File: src/rtl/stopwatch_ctrl_pkg.sv
// Shared constants for the stopwatch sequencing controller.
// Holds state encoding, digit scan indices and field-select values.
package stopwatch_ctrl_pkg;

    typedef enum logic [1:0] {
        ST_RUN   = 2'd0,
        ST_PAUSE = 2'd1,
        ST_ADJ   = 2'd2
    } state_t;

    localparam logic [1:0] DIG_SEC_ONES = 2'd0;
    localparam logic [1:0] DIG_SEC_TENS = 2'd1;
    localparam logic [1:0] DIG_MIN_ONES = 2'd2;
    localparam logic [1:0] DIG_MIN_TENS = 2'd3;

    localparam logic SEL_MIN = 1'b0;
    localparam logic SEL_SEC = 1'b1;

endpackage

File: src/rtl/bcd_pair_cnt.sv
// Two-digit BCD counter 00..MAX with wrap to 00.
// Ports: clk, rst (sync, high), inc, carry_en -> tens, ones, carry_out.
module bcd_pair_cnt #(
    parameter int unsigned MAX = 59
) (
    input  logic       clk,
    input  logic       rst,
    input  logic       inc,
    input  logic       carry_en,
    output logic [3:0] tens,
    output logic [3:0] ones,
    output logic       carry_out
);

    localparam logic [3:0] MAX_T = 4'(MAX / 10);
    localparam logic [3:0] MAX_O = 4'(MAX % 10);

    logic w_at_max;

    assign w_at_max  = (tens == MAX_T) && (ones == MAX_O);
    // Carry only on the wrapping increment, and only when enabled.
    assign carry_out = inc && carry_en && w_at_max;

    always_ff @(posedge clk) begin
        if (rst) begin
            tens <= 4'd0;
            ones <= 4'd0;
        end else if (inc) begin
            if (w_at_max) begin
                tens <= 4'd0;
                ones <= 4'd0;
            end else if (ones == 4'd9) begin
                ones <= 4'd0;
                tens <= tens + 4'd1;
            end else begin
                ones <= ones + 4'd1;
            end
        end
    end

endmodule

File: src/rtl/stopwatch_ctrl.sv
// Stopwatch sequencer: divider levels -> ticks, MM:SS run/pause/adjust,
// 4-digit scan with blink. Ports: clk_in, rst, clk_1/2/f/b, pause_p, adj,
// sel in; BCD count, running, digit_sel/val/blank out.
module stopwatch_ctrl
    import stopwatch_ctrl_pkg::*;
#(
    parameter int unsigned MIN_MAX  = 59,
    parameter bit          ADJ_FAST = 1'b1
) (
    input  logic       clk_in,
    input  logic       rst,
    input  logic       clk_1,
    input  logic       clk_2,
    input  logic       clk_f,
    input  logic       clk_b,
    input  logic       pause_p,
    input  logic       adj,
    input  logic       sel,
    output logic [3:0] min_tens,
    output logic [3:0] min_ones,
    output logic [3:0] sec_tens,
    output logic [3:0] sec_ones,
    output logic       running,
    output logic [1:0] digit_sel,
    output logic [3:0] digit_val,
    output logic       digit_blank
);

    state_t     r_state, w_state_nx;
    logic       r_was_run, w_was_run_nx;
    logic       r_clk1_d, r_clk2_d, r_clkf_d;
    logic       w_tick_1, w_tick_2, w_tick_f, w_adj_tick;
    logic       w_run_inc, w_adj_inc;
    logic       w_sec_inc, w_min_inc, w_sec_carry, w_min_carry;
    logic [1:0] r_digit_sel;
    logic [3:0] r_digit_val, w_digit_val;
    logic       r_blank, w_blank, w_dig_is_min;

    assign w_tick_1 = clk_1 & ~r_clk1_d;
    assign w_tick_2 = clk_2 & ~r_clk2_d;
    assign w_tick_f = clk_f & ~r_clkf_d;

    always_ff @(posedge clk_in) begin
        if (rst) begin
            r_clk1_d <= 1'b0;
            r_clk2_d <= 1'b0;
            r_clkf_d <= 1'b0;
        end else begin
            r_clk1_d <= clk_1;
            r_clk2_d <= clk_2;
            r_clkf_d <= clk_f;
        end
    end

    always_ff @(posedge clk_in) begin
        if (rst) begin
            r_state   <= ST_RUN;
            r_was_run <= 1'b0;
        end else begin
            r_state   <= w_state_nx;
            r_was_run <= w_was_run_nx;
        end
    end

    // adj dominates everything; was_run is only captured on ADJ entry.
    always_comb begin
        w_state_nx   = r_state;
        w_was_run_nx = r_was_run;
        if (adj) begin
            w_state_nx = ST_ADJ;
            if (r_state != ST_ADJ)
                w_was_run_nx = (r_state == ST_RUN);
        end else begin
            unique case (r_state)
                ST_RUN:   if (pause_p) w_state_nx = ST_PAUSE;
                ST_PAUSE: if (pause_p) w_state_nx = ST_RUN;
                ST_ADJ:   w_state_nx = r_was_run ? ST_RUN : ST_PAUSE;
                default:  w_state_nx = ST_RUN;
            endcase
        end
    end

    // A run tick is dropped when the state is changing that cycle.
    assign w_run_inc  = (r_state == ST_RUN) && !adj && !pause_p
                        && w_tick_1;
    assign w_adj_tick = ADJ_FAST ? w_tick_2 : w_tick_1;
    assign w_adj_inc  = (r_state == ST_ADJ) && adj && w_adj_tick;

    assign w_sec_inc = w_run_inc | (w_adj_inc && sel == SEL_SEC);
    assign w_min_inc = w_sec_carry | (w_adj_inc && sel == SEL_MIN);

    bcd_pair_cnt #(.MAX(59)) u_sec (
        .clk       (clk_in),
        .rst       (rst),
        .inc       (w_sec_inc),
        .carry_en  (w_run_inc),
        .tens      (sec_tens),
        .ones      (sec_ones),
        .carry_out (w_sec_carry)
    );

    bcd_pair_cnt #(.MAX(MIN_MAX)) u_min (
        .clk       (clk_in),
        .rst       (rst),
        .inc       (w_min_inc),
        .carry_en  (1'b0),
        .tens      (min_tens),
        .ones      (min_ones),
        .carry_out (w_min_carry)
    );

    always_comb begin
        w_digit_val = 4'd0;
        unique case (r_digit_sel)
            DIG_SEC_ONES: w_digit_val = sec_ones;
            DIG_SEC_TENS: w_digit_val = sec_tens;
            DIG_MIN_ONES: w_digit_val = min_ones;
            DIG_MIN_TENS: w_digit_val = min_tens;
            default:      w_digit_val = 4'd0;
        endcase
    end

    assign w_dig_is_min = (r_digit_sel == DIG_MIN_ONES)
                       || (r_digit_sel == DIG_MIN_TENS);
    assign w_blank = (r_state == ST_ADJ) && clk_b
                  && (w_dig_is_min == (sel == SEL_MIN));

    always_ff @(posedge clk_in) begin
        if (rst) begin
            r_digit_sel <= DIG_SEC_ONES;
            r_digit_val <= 4'd0;
            r_blank     <= 1'b0;
        end else begin
            if (w_tick_f)
                r_digit_sel <= r_digit_sel + 2'd1;
            r_digit_val <= w_digit_val;
            r_blank     <= w_blank;
        end
    end

    assign running     = (r_state == ST_RUN);
    assign digit_sel   = r_digit_sel;
    assign digit_val   = r_digit_val;
    assign digit_blank = r_blank;

    logic w_unused;
    assign w_unused = w_min_carry;

endmodule

File: config.mk
export PLATFORM = sky130hd
export DESIGN_NAME = stopwatch_ctrl
export DESIGN_NICKNAME = d
export VERILOG_FILES = /design/src/rtl/stopwatch_ctrl_pkg.sv /design/src/rtl/bcd_pair_cnt.sv /design/src/rtl/stopwatch_ctrl.sv
export SDC_FILE = /design/constraint.sdc
export NUM_CORES = 1
export LEC_CHECK = 0
export CELL_PAD_IN_SITES_DETAIL_PLACEMENT = 0
export CELL_PAD_IN_SITES_GLOBAL_PLACEMENT = 2
export CORE_ASPECT_RATIO = 0.5
export CORE_MARGIN = 5
export CORE_UTILIZATION = 32
export CTS_CLUSTER_DIAMETER = 50
export DETAILED_ROUTE_END_ITERATION = 10
export GPL_ROUTABILITY_DRIVEN = 0
export PLACE_DENSITY = 0.89
export SETUP_SLACK_MARGIN = 0.1
export SKIP_CTS_REPAIR_TIMING = 1
export SYNTH_ARGS = -nofsm -noshare
export SYNTH_HDL_FRONTEND = slang
export SYNTH_SLANG_ARGS = --single-unit
export TNS_END_PERCENT = 10
File: constraint.sdc
create_clock -name clk_in -period 3.15 [get_ports clk_in]
set_input_delay 0.63 -clock clk_in [delete_from_list [all_inputs] [get_ports clk_in]]
set_output_delay 0.63 -clock clk_in [all_outputs]
set_load 0.02 [all_outputs]
# Word-level counts from Yosys, hierarchy flattened
# Cells that the tools add are included.
# word_totals
out_inout_bits	24
in_bits	9
ff_bits	29
elab_cells	82
# op_classes
reduce_logical	26
n_bitwise	9
n_eq_ne	15
mux	14
addsub	5
# op_table
cell	n
2-to-1 mux 4 bit	8
adder 4 x 1 -> 4 bit, second input constant	4
one-hot mux 4 bit (4 select lines)	1
logical AND 1 bit	13
AND reduction 2 bit	5
equality test 4 x 3 -> 1 bit, second input constant	2
equality test 4 bit, second input constant	2
equality test 2 bit, second input constant	3
2-to-1 mux 2 bit	3
!= test 2 bit, second input constant	3
!= test 3 bit, second input constant	2
one-hot mux 2 bit (3 select lines)	1
equality test 2 x 1 -> 1 bit, second input constant	2
zero test 2 bit	2
NOT 1 bit	4
nonzero test 2 bit	2
bitwise AND 1 bit	3
adder 2 x 1 -> 2 bit, second input constant	1
zero test 1 bit	2
bitwise OR 1 bit	2
OR reduction 2 bit	1
equality test 1 bit	1
logical OR 1 bit	1
2-to-1 mux 1 bit	1

# Logic depth before layout (Yosys ltp)
# logic_depth
word_depth	9
mapped_depth	6

# Hierarchy
# A second synthesis with hierarchy kept.
# unflattened
cells_unflattened	155
hier_area_um2	1481.4
# modules_own_cells
mod	n_inst	cells_per_inst	seq_area_each_um2	area_per_inst_um2
bcd_pair_cnt	2	45	160.2	425.4
stopwatch_ctrl	1	65	260.2	630.6

# Worst setup path after synthesis
# No wires, ideal clock.
# synth_timing
kind	register to register
from	reg u_sec.ones[1]
to	reg u_min.tens[0]
required_ns	3.027
setup_time_ns	0.123
stages_incl_launch_ff	7
synth_period_minus_slack_ns	1.921
n_path_buf	0
arrival_ns	1.797
path_slack_ns	1.229
cell_sequence	dfxtp_1 inv_1 ha_1 and3b_1 and4_1 o211ai_1 mux2_1
# synth_via
elab_chain_len	5
# synth_rtl
item	line_no	text
from (decl)	bcd_pair_cnt.sv:11	output logic [3:0] ones,
from (signal assigned)	bcd_pair_cnt.sv:36	ones <= ones + 4'd1;
equality test 4 bit	bcd_pair_cnt.sv:20	assign w_at_max = (tens == MAX_T) && (ones == MAX_O);
logical AND 1 bit	bcd_pair_cnt.sv:20	
logical AND 1 bit	bcd_pair_cnt.sv:22	assign carry_out = inc && carry_en && w_at_max;
bitwise OR 1 bit	stopwatch_ctrl.sv:90	assign w_min_inc = w_sec_carry | (w_adj_inc && sel == SEL_MIN);
AND reduction 2 bit (no source line)	-	
to (signal assigned)	bcd_pair_cnt.sv:34	tens <= tens + 4'd1;
to (decl)	bcd_pair_cnt.sv:10	output logic [3:0] tens,
# No other way between the ends.
# A chain may end at the register's enable or synchronous reset.

# Worst setup path in the final report
# layout_timing
from	in adj
to	reg u_sec.tens[0]
# layout_via
elab_chain_len	6
word_cells_on_any_way	9
cone_classes	bitwise (1); reduce/logical (8)
# layout_rtl
item	line_no	text
from (decl)	stopwatch_ctrl.sv:17	input logic adj,
zero test 1 bit	stopwatch_ctrl.sv:84	assign w_run_inc = (r_state == ST_RUN) && !adj && !pause_p
logical AND 1 bit (2 in series)	stopwatch_ctrl.sv:84	
logical AND 1 bit	stopwatch_ctrl.sv:85	&& w_tick_1;
bitwise OR 1 bit *	stopwatch_ctrl.sv:89	assign w_sec_inc = w_run_inc | (w_adj_inc && sel == SEL_SEC);
AND reduction 2 bit (no source line) *	-	
to (signal assigned)	bcd_pair_cnt.sv:34	
to (decl)	bcd_pair_cnt.sv:10	
# Mark *: on every way between the ends. The rest lies on a longest branch, timed or not.

==> flow_metrics.env <==
export IMPL_fraction_of_the_mapped_netlist_area_in_simple_logic_gates_pct=24.5
export IMPL_worstHoldEndpoint="r_was_run"
export IMPL_regToRegEndpoint="u_min.tens[1]"
export IMPL_timing_final_crit_share_pct=78.0
export IMPL_tritoncts="built"
export IMPL_cp_required_ns=3.31
export IMPL_mappedNetlistNets=195
export IMPL_hold_start="r_was_run"
export IMPL_clkLatencyLatePin_ns=0.28
export IMPL_clock_tree_buf_depth=2
export IMPL_hold_violations=0
export IMPL_num_antenna_cells=0
export IMPL_clockRootBuffer="sky130_fd_sc_hd__clkbuf_8"
export IMPL_run_status="completed"
export IMPL_grt_start_max_net_pins=37
export IMPL_tns_ns=0
export IMPL_timing_fmax_mhz=407
export IMPL_numCtsBuffers=5
export IMPL_fin_crit_ns=2.46
export IMPL_crit_fanout=10
export IMPL_route_final_wire_length_um=3760
export IMPL_mapped_avg_cell_area_um2=8.87
export IMPL_max_vdd_ir_drop_mv=0.149
export IMPL_ant_nets=0
export IMPL_synthesized_area_fraction_occupied_by_xor_and_xnor_cells_pct=1.68
export IMPL_pin_slew_with_the_least_headroom_to_its_limit_ns=0.423
export IMPL_worst_r2r_setup_slack_ns=1.10
export IMPL_synth_yosys_seq_area_share_pct=37.2
export IMPL_critPathLaunch="adj"
export IMPL_globalRouteTotalUtil_pct=12.7
export IMPL_worstSetupEndpointType="flip-flop"
export IMPL_cts_htree_levels=2
export IMPL_r2r_start="u_sec.ones[1]"
export IMPL_crit_type="in -> reg"
export IMPL_drc_errors=0
export IMPL_synth_top_family_by_area="simple AND/OR/NAND/NOR gates"
export IMPL_power_leakage_nw=0.739
export IMPL_post_route_cells_drive_above_1_share_pct=5.26
export IMPL_synth_area_mux_share_pct=5.69
export IMPL_chipWidth_um=109
export IMPL_num_rows=17
export IMPL_cts_num_sinks=29
export IMPL_relSlewSlack_pct=71.7
export IMPL_p_per_area_nw_per_um2=375
export IMPL_postSynthRegisterBits=29
export IMPL_clk_pin_slew_ns=0.06
export IMPL_die_area_um2=6460
export IMPL_core_region_area_um2=4550
export IMPL_finalMaxSlewViolations=0
export IMPL_start_util_pct=34.3
export IMPL_maxCapViolCount=0
export IMPL_global_route_total_overflow=0
export IMPL_netlist_area_um2=1560
export IMPL_num_io_pins=33
export IMPL_cp_max_stage_cell="sky130_fd_sc_hd__clkdlybuf4s50_1"
export IMPL_worst_r2r_path_depth=6
export IMPL_cp_slowest_stage_delay_ns=0.51
export IMPL_finClkSkew_ns=0.00705
export IMPL_antenna_found_initial=0
export IMPL_hold_path_cell_count=2
export IMPL_detailedRoute_firstIterationViolations=66
export IMPL_final_util_pct=44.4
export IMPL_num_nets_final=227
export IMPL_synth_enable_flop_cells=0
export IMPL_routed_via_count=1350
export IMPL_synth_compound_area_share_pct=17.9
export IMPL_vias_per_cell=4.91
export IMPL_netlist_instances=176
export IMPL_arrival_time_of_data_at_the_critical_path_endpoint_ns=2.62
export IMPL_areaGrowthSynthToFinish_pct=29.5
export IMPL_dr_pass1_iters=5
export IMPL_synth_distinct_cells=39
export IMPL_synth_warnings=0
export IMPL_die_height_um=59.4
export IMPL_synthArstFlopShare_pct=0
export IMPL_synth_fa_ha_area_share_pct=8.02
export IMPL_route_detailed_wl_per_inst_um=13.7
export IMPL_worstSetupStartpointType="input pin"
export IMPL_detailed_placement_wirelength_estimate_um=2750
export IMPL_setup_violations_final=0
export IMPL_hold_class="reg -> reg"
export IMPL_grt_first_pass_wirelength_um=6420
export IMPL_numPortBuffers=32
export IMPL_grt_setup_unrepaired="no"
export IMPL_vias_in_the_first_global_route=1349
export IMPL_ys_dominant_reg_cell="sky130_fd_sc_hd__dfxtp_1"
export IMPL_crit_chain="clkdlybuf4s50_1 -> nor4b_2 -> nand2_1 -> a21boi_4 -> mux2_1"
==> state kept, by name (all words and copies together) (netlist names) <==
name / count
digit_blank: 1
digit_sel: 2
digit_val: 4
r_clk1_d: 1
r_clk2_d: 1
r_clkf_d: 1
r_state: 2
r_was_run: 1
u_min.ones: 4
u_min.tens: 4
u_sec.ones: 4
u_sec.tens: 4
==> critical path: cells and delay by family <==
| family | cells | cell delay, ns |
|---|---|---|
| muxes | 1 | 0.34 |
| and+or+nand+nor | 2 | 0.85 |
| buffers and inverters | 1 | 0.51 |
| AOI/OAI and AO/OA | 1 | 0.29 |
==> Yosys cell counts (all sizes together) (2+ instances only) <==
cell type | count | share of area [%]
or3 | 2 | 0.80
inv | 12 | 2.9
o21ai | 4 | 1.3
a211o | 5 | 2.8
nor2b | 13 | 5.2
nand4 | 4 | 1.6
nand2b | 2 | 0.80
mux2 | 7 | 5.1
xnor2 | 2 | 1.1
a21boi | 2 | 1.7
a222oi | 4 | 2.6
dfxtp | 29 | 37
buf | 3 | 0.88
nor3 | 8 | 2.9
a31oi | 2 | 0.80
nor3b | 2 | 0.96
nand2 | 4 | 0.96
nor2 | 19 | 4.6
and3b | 3 | 1.7
a21oi | 15 | 4.8
ha | 10 | 8.0
clkbuf | 5 | 1.2
nand3 | 5 | 1.6
nor4b | 2 | 1.5
o211ai | 2 | 0.96
==> layout by cell type, fill, tap and decap left out, types with 2 or more instances in the layout <==
master,synthesis,final
sky130_fd_sc_hd__mux2_1,7,7
sky130_fd_sc_hd__nor2_1,19,19
sky130_fd_sc_hd__inv_1,12,12
sky130_fd_sc_hd__clkbuf_8,0,5
sky130_fd_sc_hd__o211ai_1,2,2
sky130_fd_sc_hd__ha_1,10,10
sky130_fd_sc_hd__nand4_1,4,4
sky130_fd_sc_hd__o21ai_0,4,4
sky130_fd_sc_hd__or3_1,2,2
sky130_fd_sc_hd__nor2b_1,13,13
sky130_fd_sc_hd__nand3_1,5,5
sky130_fd_sc_hd__nor3_1,7,7
sky130_fd_sc_hd__a31oi_1,2,2
sky130_fd_sc_hd__clkdlybuf4s50_1,0,32
sky130_fd_sc_hd__nand2_1,4,4
sky130_fd_sc_hd__xnor2_1,2,2
sky130_fd_sc_hd__dfxtp_1,29,29
sky130_fd_sc_hd__a222oi_1,4,4
sky130_fd_sc_hd__a211o_1,5,5
sky130_fd_sc_hd__a21oi_1,15,15
sky130_fd_sc_hd__and3b_1,3,3
sky130_fd_sc_hd__nor3b_1,2,2
sky130_fd_sc_hd__clkinv_2,0,2
sky130_fd_sc_hd__nand2b_1,2,2
==> worst max path at each step <==
stage,to,slack (ns)
floorplan,u_min.tens[0],1.23
global placement,u_sec.tens[0],0.51
detailed placement,u_sec.tens[0],0.44
CTS,u_sec.tens[0],0.74
global route,u_sec.tens[0],0.60
finish,u_sec.tens[0],0.69
==> final cells by class <==
type | count | area, um^2
tap | 66 | 82.6
inverter | 12 | 45.0
timing repair buffer | 33 | 328
clock inverter | 2 | 10.0
fill | 464 | 2530
clock buffer | 6 | 72.6
multi-input combinational | 127 | 902
sequential | 29 | 581
==> kinds of logic after synthesis <==
kind of cell	after synthesis
XOR/XNOR	3
adder cells (fa/ha/maj)	10
buffers and inverters	20
flip-flops	29
AO/OA/AOI/OAI	39
multiplexers	8
AND/OR/NAND/NOR	67
==> layer usage <==
| layer | global-route usage (%) | wire length, um | share of wire [%] |
|---|---|---|---|
| met5 | 0 | 0 | 0 |
| met4 | 4.32 | 38 | 1.0 |
| met3 | 4.03 | 186 | 4.9 |
| met2 | 19.4 | 1640 | 44 |
| met1 | 17.0 | 1900 | 50 |
==> where the power goes <==
part / internal, W / leakage, nW / switching (W)
clock network: 0.000153 / 0.0450 / 0.000144
registers: 0.000375 / 0.236 / 0.00000790
logic: 0.0000354 / 0.458 / 0.0000416
==> per-stage QoR <==
step / hold slack, ns / setup WS (ns) / power [W] / std cells / cell area, um^2
6_report: 0.510 / 0.692 / 0.000757 / 275 / 2020
3_5_place_dp: 0.507 / 0.442 / 0.000469 / 267 / 1940
2_1_floorplan: 0.487 / 1.23 / 0.000437 / 176 / 1560
3_3_place_gp: 0.499 / 0.505 / 0.000469 / 267 / 1940
5_1_grt: 0.567 / 0.601 / 0.000795 / 275 / 2020
4_1_cts: 0.515 / 0.738 / 0.000763 / 275 / 2020
No activity file was read; power rests on OpenSTA's default activity.
